File: src/rtl/neuron_pkg.sv
// rtl/neuron_pkg.sv - shared activation encodings and layer scheduler state encoding
package neuron_pkg;

    typedef enum logic [1:0] {
        ACT_IDENTITY = 2'b00,
        ACT_RELU     = 2'b01,
        ACT_LEAKY    = 2'b10,
        ACT_CLAMP    = 2'b11
    } act_sel_e;

    typedef enum logic [2:0] {
        ST_IDLE    = 3'd0,
        ST_FETCH   = 3'd1,
        ST_LOAD    = 3'd2,
        ST_ISSUE   = 3'd3,
        ST_COLLECT = 3'd4,
        ST_DONE    = 3'd5
    } sched_state_e;

    // Neuron index width; a single-neuron layer still gets a 1-bit address.
    function automatic int nl_addr_width(input int num_neurons);
        return (num_neurons <= 1) ? 1 : $clog2(num_neurons);
    endfunction

endpackage

File: src/rtl/neuron_layer_sched.sv
// rtl/neuron_layer_sched.sv - sequences one layer of neurons through a shared engine (optional NEURON_LAYER_SCHED_PERF_EN adds perf_cycles)
module neuron_layer_sched
    import neuron_pkg::*;
#(
    parameter int NUM_NEURONS = 4,
    parameter int NUM_INPUTS  = 8,
    parameter int X_W         = 8,
    parameter int W_W         = 8,
    parameter int B_W         = 32,
    parameter int OUT_W       = 16,
    localparam int AW         = nl_addr_width(NUM_NEURONS)
) (
    input  logic                         clk,
    input  logic                         rst_n,

    input  logic                         start,
    output logic                         in_ready,
    output logic                         busy,
    input  logic [NUM_INPUTS*X_W-1:0]    x_flat,
    input  logic [NUM_INPUTS-1:0]        mask_flat,
    input  logic [1:0]                   act_sel,

    output logic                         wmem_rd,
    output logic [AW-1:0]                wmem_addr,
    input  logic [NUM_INPUTS*W_W-1:0]    wmem_w,
    input  logic [B_W-1:0]               wmem_b,

    output logic                         ne_in_valid,
    input  logic                         ne_in_ready,
    output logic [NUM_INPUTS*X_W-1:0]    ne_x_flat,
    output logic [NUM_INPUTS*W_W-1:0]    ne_w_flat,
    output logic [B_W-1:0]               ne_bias,
    output logic [NUM_INPUTS-1:0]        ne_mask_flat,
    output logic [1:0]                   ne_act_sel,

    input  logic                         ne_out_valid,
    output logic                         ne_out_ready,
    input  logic signed [OUT_W-1:0]      ne_out_data,

    output logic                         layer_valid,
    input  logic                         layer_ready,
    output logic [NUM_NEURONS*OUT_W-1:0] layer_data
`ifdef NEURON_LAYER_SCHED_PERF_EN
    ,
    output logic [31:0]                  perf_cycles
`endif
);

    localparam logic [AW-1:0] LAST_N = AW'(NUM_NEURONS - 1);

    sched_state_e  state;
    sched_state_e  state_nxt;
    logic [AW-1:0] n;

    assign wmem_addr = n;

    // State register
    always_ff @(posedge clk or negedge rst_n) begin
        if (!rst_n) begin
            state <= ST_IDLE;
        end else begin
            state <= state_nxt;
        end
    end

    // Next-state and per-state strobes; ne_out_ready only while collecting
    always_comb begin
        state_nxt    = state;
        in_ready     = 1'b0;
        busy         = 1'b1;
        wmem_rd      = 1'b0;
        ne_out_ready = 1'b0;
        case (state)
            ST_IDLE: begin
                in_ready = 1'b1;
                busy     = 1'b0;
                if (start) begin
                    state_nxt = ST_FETCH;
                end
            end
            ST_FETCH: begin
                wmem_rd   = 1'b1;
                state_nxt = ST_LOAD;
            end
            ST_LOAD: begin
                state_nxt = ST_ISSUE;
            end
            ST_ISSUE: begin
                if (ne_in_ready) begin
                    state_nxt = ST_COLLECT;
                end
            end
            ST_COLLECT: begin
                ne_out_ready = 1'b1;
                if (ne_out_valid) begin
                    state_nxt = (n == LAST_N) ? ST_DONE : ST_FETCH;
                end
            end
            ST_DONE: begin
                if (layer_ready) begin
                    state_nxt = ST_IDLE;
                end
            end
            default: begin
                state_nxt = ST_IDLE;
            end
        endcase
    end

    // Operand latching, engine request valid and neuron index
    always_ff @(posedge clk or negedge rst_n) begin
        if (!rst_n) begin
            n            <= '0;
            ne_x_flat    <= '0;
            ne_mask_flat <= '0;
            ne_act_sel   <= '0;
            ne_w_flat    <= '0;
            ne_bias      <= '0;
            ne_in_valid  <= 1'b0;
        end else begin
            case (state)
                ST_IDLE: begin
                    if (start) begin
                        ne_x_flat    <= x_flat;
                        ne_mask_flat <= mask_flat;
                        ne_act_sel   <= act_sel;
                        n            <= '0;
                    end
                end
                ST_LOAD: begin
                    ne_w_flat   <= wmem_w;
                    ne_bias     <= wmem_b;
                    ne_in_valid <= 1'b1;
                end
                ST_ISSUE: begin
                    if (ne_in_ready) begin
                        ne_in_valid <= 1'b0;
                    end
                end
                ST_COLLECT: begin
                    if (ne_out_valid && (n != LAST_N)) begin
                        n <= n + 1'b1;
                    end
                end
                default: begin
                end
            endcase
        end
    end

    // Result slots and layer_valid; results are held until the next layer overwrites them
    always_ff @(posedge clk or negedge rst_n) begin
        if (!rst_n) begin
            layer_data  <= '0;
            layer_valid <= 1'b0;
        end else begin
            if ((state == ST_COLLECT) && ne_out_valid) begin
                for (int i = 0; i < NUM_NEURONS; i++) begin
                    if (n == AW'(i)) begin
                        layer_data[i*OUT_W +: OUT_W] <= ne_out_data;
                    end
                end
                if (n == LAST_N) begin
                    layer_valid <= 1'b1;
                end
            end
            if ((state == ST_DONE) && layer_ready) begin
                layer_valid <= 1'b0;
            end
        end
    end

`ifdef NEURON_LAYER_SCHED_PERF_EN
    // Cycles from start acceptance until layer_valid rises; frozen through DONE and IDLE
    always_ff @(posedge clk or negedge rst_n) begin
        if (!rst_n) begin
            perf_cycles <= '0;
        end else if ((state == ST_IDLE) && start) begin
            perf_cycles <= '0;
        end else if ((state != ST_IDLE) && (state != ST_DONE) && (perf_cycles != 32'hFFFF_FFFF)) begin
            perf_cycles <= perf_cycles + 32'd1;
        end
    end
`endif

endmodule

File: config.mk
export PLATFORM = sky130hd
export DESIGN_NAME = neuron_layer_sched
export DESIGN_NICKNAME = d
export VERILOG_FILES = /design/src/rtl/neuron_pkg.sv /design/src/rtl/neuron_layer_sched.sv
export SDC_FILE = /design/constraint.sdc
export NUM_CORES = 1
export LEC_CHECK = 0
export BUFFER_PORTS_ARGS = -buffer_cell sky130_fd_sc_hd__clkbuf_2
export CORE_AREA = 3 3 167 169
export CTS_CLUSTER_SIZE = 10
export DETAILED_ROUTE_END_ITERATION = 10
export DIE_AREA = 0 0 170 172
export HOLD_SLACK_MARGIN = 0.1
export SLEW_MARGIN = 20
export SYNTH_ARGS = -nofsm -noshare
export SYNTH_HDL_FRONTEND = slang
export SYNTH_SLANG_ARGS = --single-unit
File: constraint.sdc
create_clock -name clk -period 2.4 [get_ports clk]
set_clock_uncertainty 0.15 [all_clocks]
set_input_delay 0.48 -clock clk [delete_from_list [all_inputs] [get_ports clk]]
set_output_delay 0.48 -clock clk [all_outputs]
set_load 0.02 [all_outputs]
# After elaboration in Yosys (flattened, before gate mapping)
# Index checks and enable logic that the tools add are counted.
classes:
  n_addsub: 1
  eq_ne: 14
  muxes: 18
  reduce_logical: 18
ops:
  columns: ["op", "count"]
  rows:
  - ["one-hot mux 3 bit (6 select lines)", 1]
  - ["2-to-1 mux 3 bit", 5]
  - ["AND reduction 2 bit", 7]
  - ["inequality test 2 bit (second input constant)", 6]
  - ["2-to-1 mux 1 bit", 8]
  - ["nonzero test 2 bit", 4]
  - ["equality test 3 x 2 -> 1 bit (second input constant)", 2]
  - ["equality test 3 bit (second input constant)", 2]
  - ["equality test 2 bit (second input constant)", 2]
  - ["2-to-1 mux 2 bit", 2]
  - ["one-hot mux 2 bit (2 select lines)", 1]
  - ["AND reduction 4 bit", 1]
  - ["equality test 3 x 1 -> 1 bit (second input constant)", 1]
  - ["logical AND 1 bit", 3]
  - ["zero test 3 bit", 1]
  - ["AND reduction 3 bit", 1]
  - ["adder 2 x 1 -> 2 bit (second input constant)", 1]
  - ["equality test 2 x 1 -> 1 bit (second input constant)", 1]
  - ["zero test 2 bit", 1]
  - ["one-hot mux 1 bit (2 select lines)", 1]
totals:
  register_bits: 241
  in_bits: 192
  out_inout_bits: 242
  wordCells: 64

# Logic depth before layout (Yosys ltp)
# Gate-level depths: netlist (run 1).
logic_depth:
  ltp_word: 4
  mapped_depth: 6
  depth_no_buf: 5

# Least setup slack after synthesis (run 1)
# Ideal clock, no wire load.
synth_path:
  path_type: "reg2reg"
  startpoint: "register state[1]"
  endpoint: "register ne_act_sel[0]"
  setup_time_ns: 0.125
  arrival_ns: 1.948
  required_ns: 2.125
  path_slack_ns: 0.177
  path_stages_with_launch: 7
  n_path_buf: 3
  period_less_slack_ns: 2.223
  path_cell_list: "dfrtp_1 buf_2 nor3_1 and2_1 buf_6 buf_6 mux2_2"
synth_via:
  elab_chain_cells: 2
synth_rtl:
  columns: ["item", "line", "source"]
  rows:
  - ["from (decl)", "neuron_layer_sched.sv:51", "sched_state_e state;"]
  - ["from (signal assigned)", "neuron_layer_sched.sv:62", "state <= state_nxt;"]
  - ["zero test 3 bit", "neuron_layer_sched.sv:121", "case (state)"]
  - ["AND reduction 2 bit (no source line)", null, null]
  - ["to (signal assigned)", "neuron_layer_sched.sv:126", "ne_act_sel <= act_sel;"]
  - ["to (decl)", "neuron_layer_sched.sv:34", "output logic [1:0] ne_act_sel,"]
# No other way between the ends.
# A chain may end at the register's enable or synchronous reset.

# Worst setup path in the final report (run 1)
layout_path:
  startpoint: "register state[0]"
  endpoint: "output port ne_out_ready"
layout_via:
  elab_chain_cells: 2
layout_rtl:
  columns: ["item", "line", "source"]
  rows:
  - ["equality test 3 bit", "neuron_layer_sched.sv:73", "case (state)"]
  - ["2-to-1 mux 1 bit", "neuron_layer_sched.sv:73", null]
  - ["to (decl)", "neuron_layer_sched.sv:37", "output logic ne_out_ready,"]
# No other way between the ends.

==> results of run 1 <==
-- worst paths after layout --
path	start	end	cells past startpoint	slack, ps
worst max-delay path	state[0]$_DFFE_PN0P_	ne_out_ready	4	30
worst min-delay path	ne_out_data[3]	layer_data[19]$_DFFE_PN0P_	2	120
worst max register to register	state[1]$_DFFE_PN0P_	ne_mask_flat[0]$_DFFE_PN0P_	4	340
worst min register to register	ne_in_valid$_DFFE_PN0P_	ne_in_valid$_DFFE_PN0P_	1	320
max in group asynchronous	rst_n	ne_w_flat[1]$_DFFE_PN0P_	3	1070
min in group asynchronous	rst_n	ne_x_flat[13]$_DFFE_PN0P_	2	350
-- layout make-up --
class | instances | area, sq um | share of cell area
Inverter | 4 | 15.0 | 0.00103
Clock inverter | 1 | 8.76 | 0.000602
Tap cell | 341 | 427 | 0.0293
Timing Repair Buffer | 640 | 4280 | 0.294
Antenna cell | 2 | 5.00 | 0.000344
Clock buffer | 39 | 773 | 0.0532
Multi-Input combinational cell | 275 | 3010 | 0.207
Sequential cell | 241 | 6030 | 0.415
-- cell usage after synthesis, drive strengths merged, types with 2 or more instances --
cell and n:
o22ai 2, buf 25, nor2 2, nand3 2
nor2b 3, mux2 237, nor3 3, inv 4
dfrtp 241, ha 4, mux2i 2, nand2b 2
and2 2, nand2 5
-- flip-flops by register name (all words and copies together) (netlist names), 2 cells and up --
name and cells:
layer_data 64, ne_act_sel 2, ne_bias 32, ne_mask_flat 8, ne_w_flat 64, ne_x_flat 64
state 3, wmem_addr 2
-- logic make-up after synthesis --
group | Yosys count | synth area share
fa+ha+maj | 4 | 0.00542
compound gates | 9 | 0.00677
flops | 241 | 0.653
buf+inv | 30 | 0.0233
simple gates | 23 | 0.0171
mux | 239 | 0.295
-- critical path: cells and delay by family (launching register included) --
| family | cells | cell delay (ps) |
|---|---|---|
| flip-flops | 1 | 420 |
| buffers and inverters | 2 | 370 |
| AND/OR/NAND/NOR | 2 | 420 |
-- stage by stage --
step                power, mW  TNS, ps  hold WS (ps)
finish                   19.0        0           117
global route             20.1     -148           122
CTS                      19.2        0           101
detailed placement       15.1        0           308
global placement         14.9        0           308
floorplan                12.1        0          34.4
-- power breakdown --
| group | total [mW] | switching (mW) | internal, mW |
|---|---|---|---|
| Sequential | 6.98 | 1.03 | 5.94 |
| Combinational | 8.29 | 4.69 | 3.60 |
| Clock | 3.75 | 1.55 | 2.20 |
-- routing by layer --
| metal | vias up | track usage | routed length (microns) |
|---|---|---|---|
| li1 | 3225 | - | - |
| met1 | 3444 | 0.206 | 10400 |
| met2 | 282 | 0.321 | 14200 |
| met3 | 47 | 0.0505 | 2080 |
| met4 | 0 | 0.0543 | 798 |
| met5 | - | 0 | 0 |
-- what timing repair did --
item,CTS,global route
endpoints found under the setup margin,0,3
endpoints found under the hold margin,279,0
hold buffers,188,0
==> summary.txt, run 1 <==
Run status
  • Status: finished clean

Place
  • Gpl congestion: 0.802
  • Placed Cells: 1,313
  • Placed cell areas: 11,900 sq um
  • Post-DP HPWL: 18.7 mm
  • Setup slack at placement: 354 ps
  • Port Buffers: 433

Detailed routing
  • Drt via density: 4.54
  • Vias post-DR: 6,998
  • Drt total wl: 27.5 mm
  • DRT iter0 DRCs: 293
  • First-pass DRT Iterations: 4
  • Wirelength per Cell: 17.8 microns
  • # DRC: 0
  • Antenna-violating nets left: 0

Worst setup path
  • Setup CP Type: reg -> out
  • Max stage delay on crit path: 420 ps
  • Critical Path End Type: output port
  • Crit-path max FO: 9
  • Crit path max-delay cell type: dfrtp_1
  • Arrival time at the worst endpoint: 1740 ps
  • Worst Path Required: 1770 ps
  • Startpoint types: register
  • CP cell instances: buf_4, nor2_1, and2_1, clkbuf_2

Finish
  • Non-filler instance count after layout: 1,543
  • Final core utilization: 0.544
  • Most frequent cells in the layout: 432 x clkbuf_2, 241 x dfrtp_1, 188 x dlygate4sd3_1
  • Design area: 14,500 sq um
  • Most common cell after layout, fill and taps aside: clkbuf_2
  • Share of layout cells above drive strength 1: 0.568
  • Filler cells: 2,241
  • Final net count: 1,387
  • Area Overhead vs Synth: 57.4%

Die
  • Core Area: 26,700 sq um
  • Initial Util: 0.346
  • Chip Width: 170 microns
  • Die Footprint: 29,200 sq um
  • Number of top-level pins: 434
  • Die Y: 172 microns
  • Row Count: 60

Timing
  • Slew headroom: 0.674
  • Fin crit share: 0.988
  • RSZ-0062 raised after global routing: true
  • Fin worst setup slack: 29.7 ps
  • Final Slew Violations: 0
  • F_max: 422 MHz
  • Slew @ Worst Pin: 489 ps
  • Fin. Hold Viols: 0
  • Crit path time final: 2370 ps
  • Finish-stage setup viols: 0

Pwr
  • Worst vdd ir: 0.655 mV
  • P_leak: 7.31 nW
  • PD cells: 1310 nW/um^2

Clock network
  • Clock Pin Slew Worst Setup and Hold Paths: 60 ps
  • Max Buffers Root-to-Sink: 3
  • Setup Fix Bufs, Post-CTS: 0
  • Later-pin clock latency in the skew report: 530 ps
  • Clk sinks: 241
  • H-Tree Depth: 1
  • CTS tree: yes
  • Root buffer cell: clkbuf_16
  • CTS buffer count: 29
  • CTS resizes: 0

Synthesis
  • Post-synth top area cell: dfrtp_1
  • #FFs+latches synth: 241
  • Share of the synthesized area in the top cell type: 0.653
  • Top_reg_cell synth: dfrtp_1
  • Yosys warns: 0
  • EDFF count, synth: 0
  • Mapped Avg Cell Area: 16.9 sq um
  • Mapped Cells: 546
  • Ys async rst share: 1.00
  • Synth area leaders: dfrtp_1 65%, mux2_2 22%, mux2_1 5.6%
  • Cell Area, Synth: 9240 sq um
  • Sequential fraction of the synthesis area: 0.653
  • Synth unique cells: 32
  • Net Count, Synth: 742

GRT
  • Vias in the first global route: 7,601
  • Largest net degree at the start of global routing: 59
  • Initial antenna violation count: 3
  • GRT overflow: 0
  • First-pass GRT wire length: 41.7 mm
  • GRT Total Usage: 0.178

Min path
  • Worst hold-check path type: in -> reg

Flow run
  • Max Cap Violations: 0
Note: power is estimated with default switching activity, not from simulation.
==> inputs of run 2 (changes only) <==
Settings changed: CORE_AREA 3 3 167 169 to unset, CORE_MARGIN set to 3, CORE_UTILIZATION set to 25, DIE_AREA 0 0 170 172 to unset.
==> run 2 against run 1 <==
Die area up 34%. Clock power about the same. Via count up 0.60%. Global-route usage down 4.1 points. Worst hold slack better by 110 ps.
==> summary.txt, run 2 (synthesized netlist as in run 1, its figures left out) <==
Clock network
  • Max Buffers Root-to-Sink: 3
  • CTS buffer count: 28
  • H-Tree Depth: 1
  • Later-pin clock latency in the skew report: 530 ps
  • Root buffer cell: clkbuf_16
  • CTS tree: yes
  • Clk sinks: 241
  • Clock Pin Slew Worst Setup and Hold Paths: 60 ps

Min path
  • Hold Crit Depth: 3
  • Worst hold-check path type: in -> reg

Finish
  • Area Overhead vs Synth: 60.0%
  • Most frequent cells in the layout: 432 x clkbuf_2, 241 x dfrtp_1, 190 x dlygate4sd3_1
  • FF+latch area: 6030 sq um
  • N_diodes: 0
  • Design area: 14,800 sq um
  • Most common cell after layout, fill and taps aside: clkbuf_2
  • Share of layout cells above drive strength 1: 0.573
  • Final net count: 1,396
  • Final core utilization: 0.410
  • Filler cells: 3,211
  • Area of the multi-input gates: 3010 sq um
  • Top flop regs: layer_data: 64 flops, ne_w_flat: 64 flops, ne_x_flat: 64 flops
  • Non-filler instance count after layout: 1,667

GRT
  • Largest net degree at the start of global routing: 63
  • GRT Total Usage: 0.136
  • Initial antenna violation count: 0
  • First-pass GRT wire length: 42.9 mm
  • Vias in the first global route: 7,851
  • GRT overflow: 0

Timing
  • Slew headroom: 0.641
  • F_max: 438 MHz
  • Crit path time final: 2290 ps
  • RSZ-0062 raised after global routing: false
  • Fin. Hold Viols: 0
  • Finish-stage setup viols: 0
  • Final Slew Violations: 0
  • Fin crit share: 0.952
  • Slew @ Worst Pin: 539 ps
  • Total negative slack: 0 ps

Die
  • Number of top-level pins: 434
  • Die Y: 198 microns
  • Die Footprint: 39,300 sq um
  • Chip Width: 198 microns
  • Row Count: 69
  • Core Area: 36,000 sq um
  • Initial Util: 0.257

Place
  • Post-DP HPWL: 19.2 mm
  • Port Buffers: 433
  • Placed Cells: 1,441
  • Gpl congestion: 0.725
  • Placed cell areas: 12,100 sq um

Worst setup path
  • Crit-path max FO: 9
  • WP buf/inv: 2
  • CP cell instances: buf_4, nor2_2, and2_1, clkbuf_2
  • Cell family with most CP delay: flip-flops
  • Crit path max-delay cell type: dfrtp_1
  • Worst Path Required: 1770 ps
  • Critical Path End Type: output port
  • Setup CP Type: reg -> out
  • Max stage delay on crit path: 430 ps
  • Startpoint types: register
  • Cell depth of the worst setup path: 4
  • Cells on worst reg2reg path: 4
  • Arrival time at the worst endpoint: 1660 ps

Detailed routing
  • First-pass DRT Iterations: 4
  • Vias post-DR: 7,040
  • Drt total wl: 27.9 mm
  • DRT iter0 DRCs: 170
  • Antenna-violating nets left: 0
  • # DRC: 0
  • Wirelength per Cell: 16.7 microns
  • Drt via density: 4.22

Run status
  • Status: finished clean

Pwr
  • P_leak: 7.36 nW
  • PD cells: 1300 nW/um^2
  • Worst vdd ir: 0.947 mV

Flow run
  • Max Cap Violations: 0
-- run 2: changes by cell type in the layout (fill, tap and decap cells not counted), sizes merged --
| cell | before | now |
|---|---|---|
| dlygate4sd3 | 188 | 190 |
| clkbuf | 471 | 468 |
| buf | 20 | 28 |
| diode | 2 | 0 |
| inv | 5 | 4 |
-- run 2: repair_timing --
action                                  CTS  global route
hold endpoints to repair                291             0
endpoints found under the setup margin    0             2
setup buffers                             0             0
hold buffers                            190             0
gates resized for setup                   0             2
-- run 2: worst paths after layout --
check	start	endpoint	slack, ps
setup / recovery	state[0]$_DFFE_PN0P_	ne_out_ready	110
max in group asynchronous	rst_n	ne_w_flat[46]$_DFFE_PN0P_	1050
min in group asynchronous	rst_n	ne_x_flat[43]$_DFFE_PN0P_	340
setup reg to reg	state[1]$_DFFE_PN0P_	ne_w_flat[1]$_DFFE_PN0P_	400
hold reg to reg	ne_x_flat[14]$_DFFE_PN0P_	ne_x_flat[14]$_DFFE_PN0P_	330
hold / removal	start	wmem_addr[0]$_DFFE_PN0P_	230
-- run 2: through the flow --
stage	setup WS, ps	hold slack (ps)	power, mW
finish	114	230	19.2
global route	21.7	234	20.3
CTS	4.59	203	19.4
detailed placement	389	324	15.3
global placement	399	316	15.2
floorplan	177	34.4	12.1
-- run 2: metal layers --
layer	wire [microns]	global-route usage	vias up
li1	-	-	3233
met1	10700	0.154	3458
met2	14200	0.249	294
met3	2290	0.0436	55
met4	727	0.0356	0
met5	0	0	-
-- run 2: worst register-to-register path: stages (launching register included) --
cell      delay, ps
dfrtp_1         550
nand2b_1        180
nor2_4          360
buf_12          260
mux2_2          380
-- run 2: power by group --
part / total (mW) / leakage [nW] / switching (mW) / internal, mW
combinational: 8.44 / 4.03 / 4.72 / 3.72
sequential: 7.03 / 2.96 / 1.09 / 5.94
clock: 3.74 / 0.378 / 1.55 / 2.20
total: 19.2 / 7.36 / 7.35 / 11.9
-- run 2: cell type report --
| type | count | share of cell area |
|---|---|---|
| inverters | 4 | 0.00102 |
| flip-flops and latches | 241 | 0.408 |
| repair buffers | 650 | 0.296 |
| clock buffers | 36 | 0.0522 |
| well taps | 461 | 0.0390 |
| multi-input cells | 275 | 0.204 |
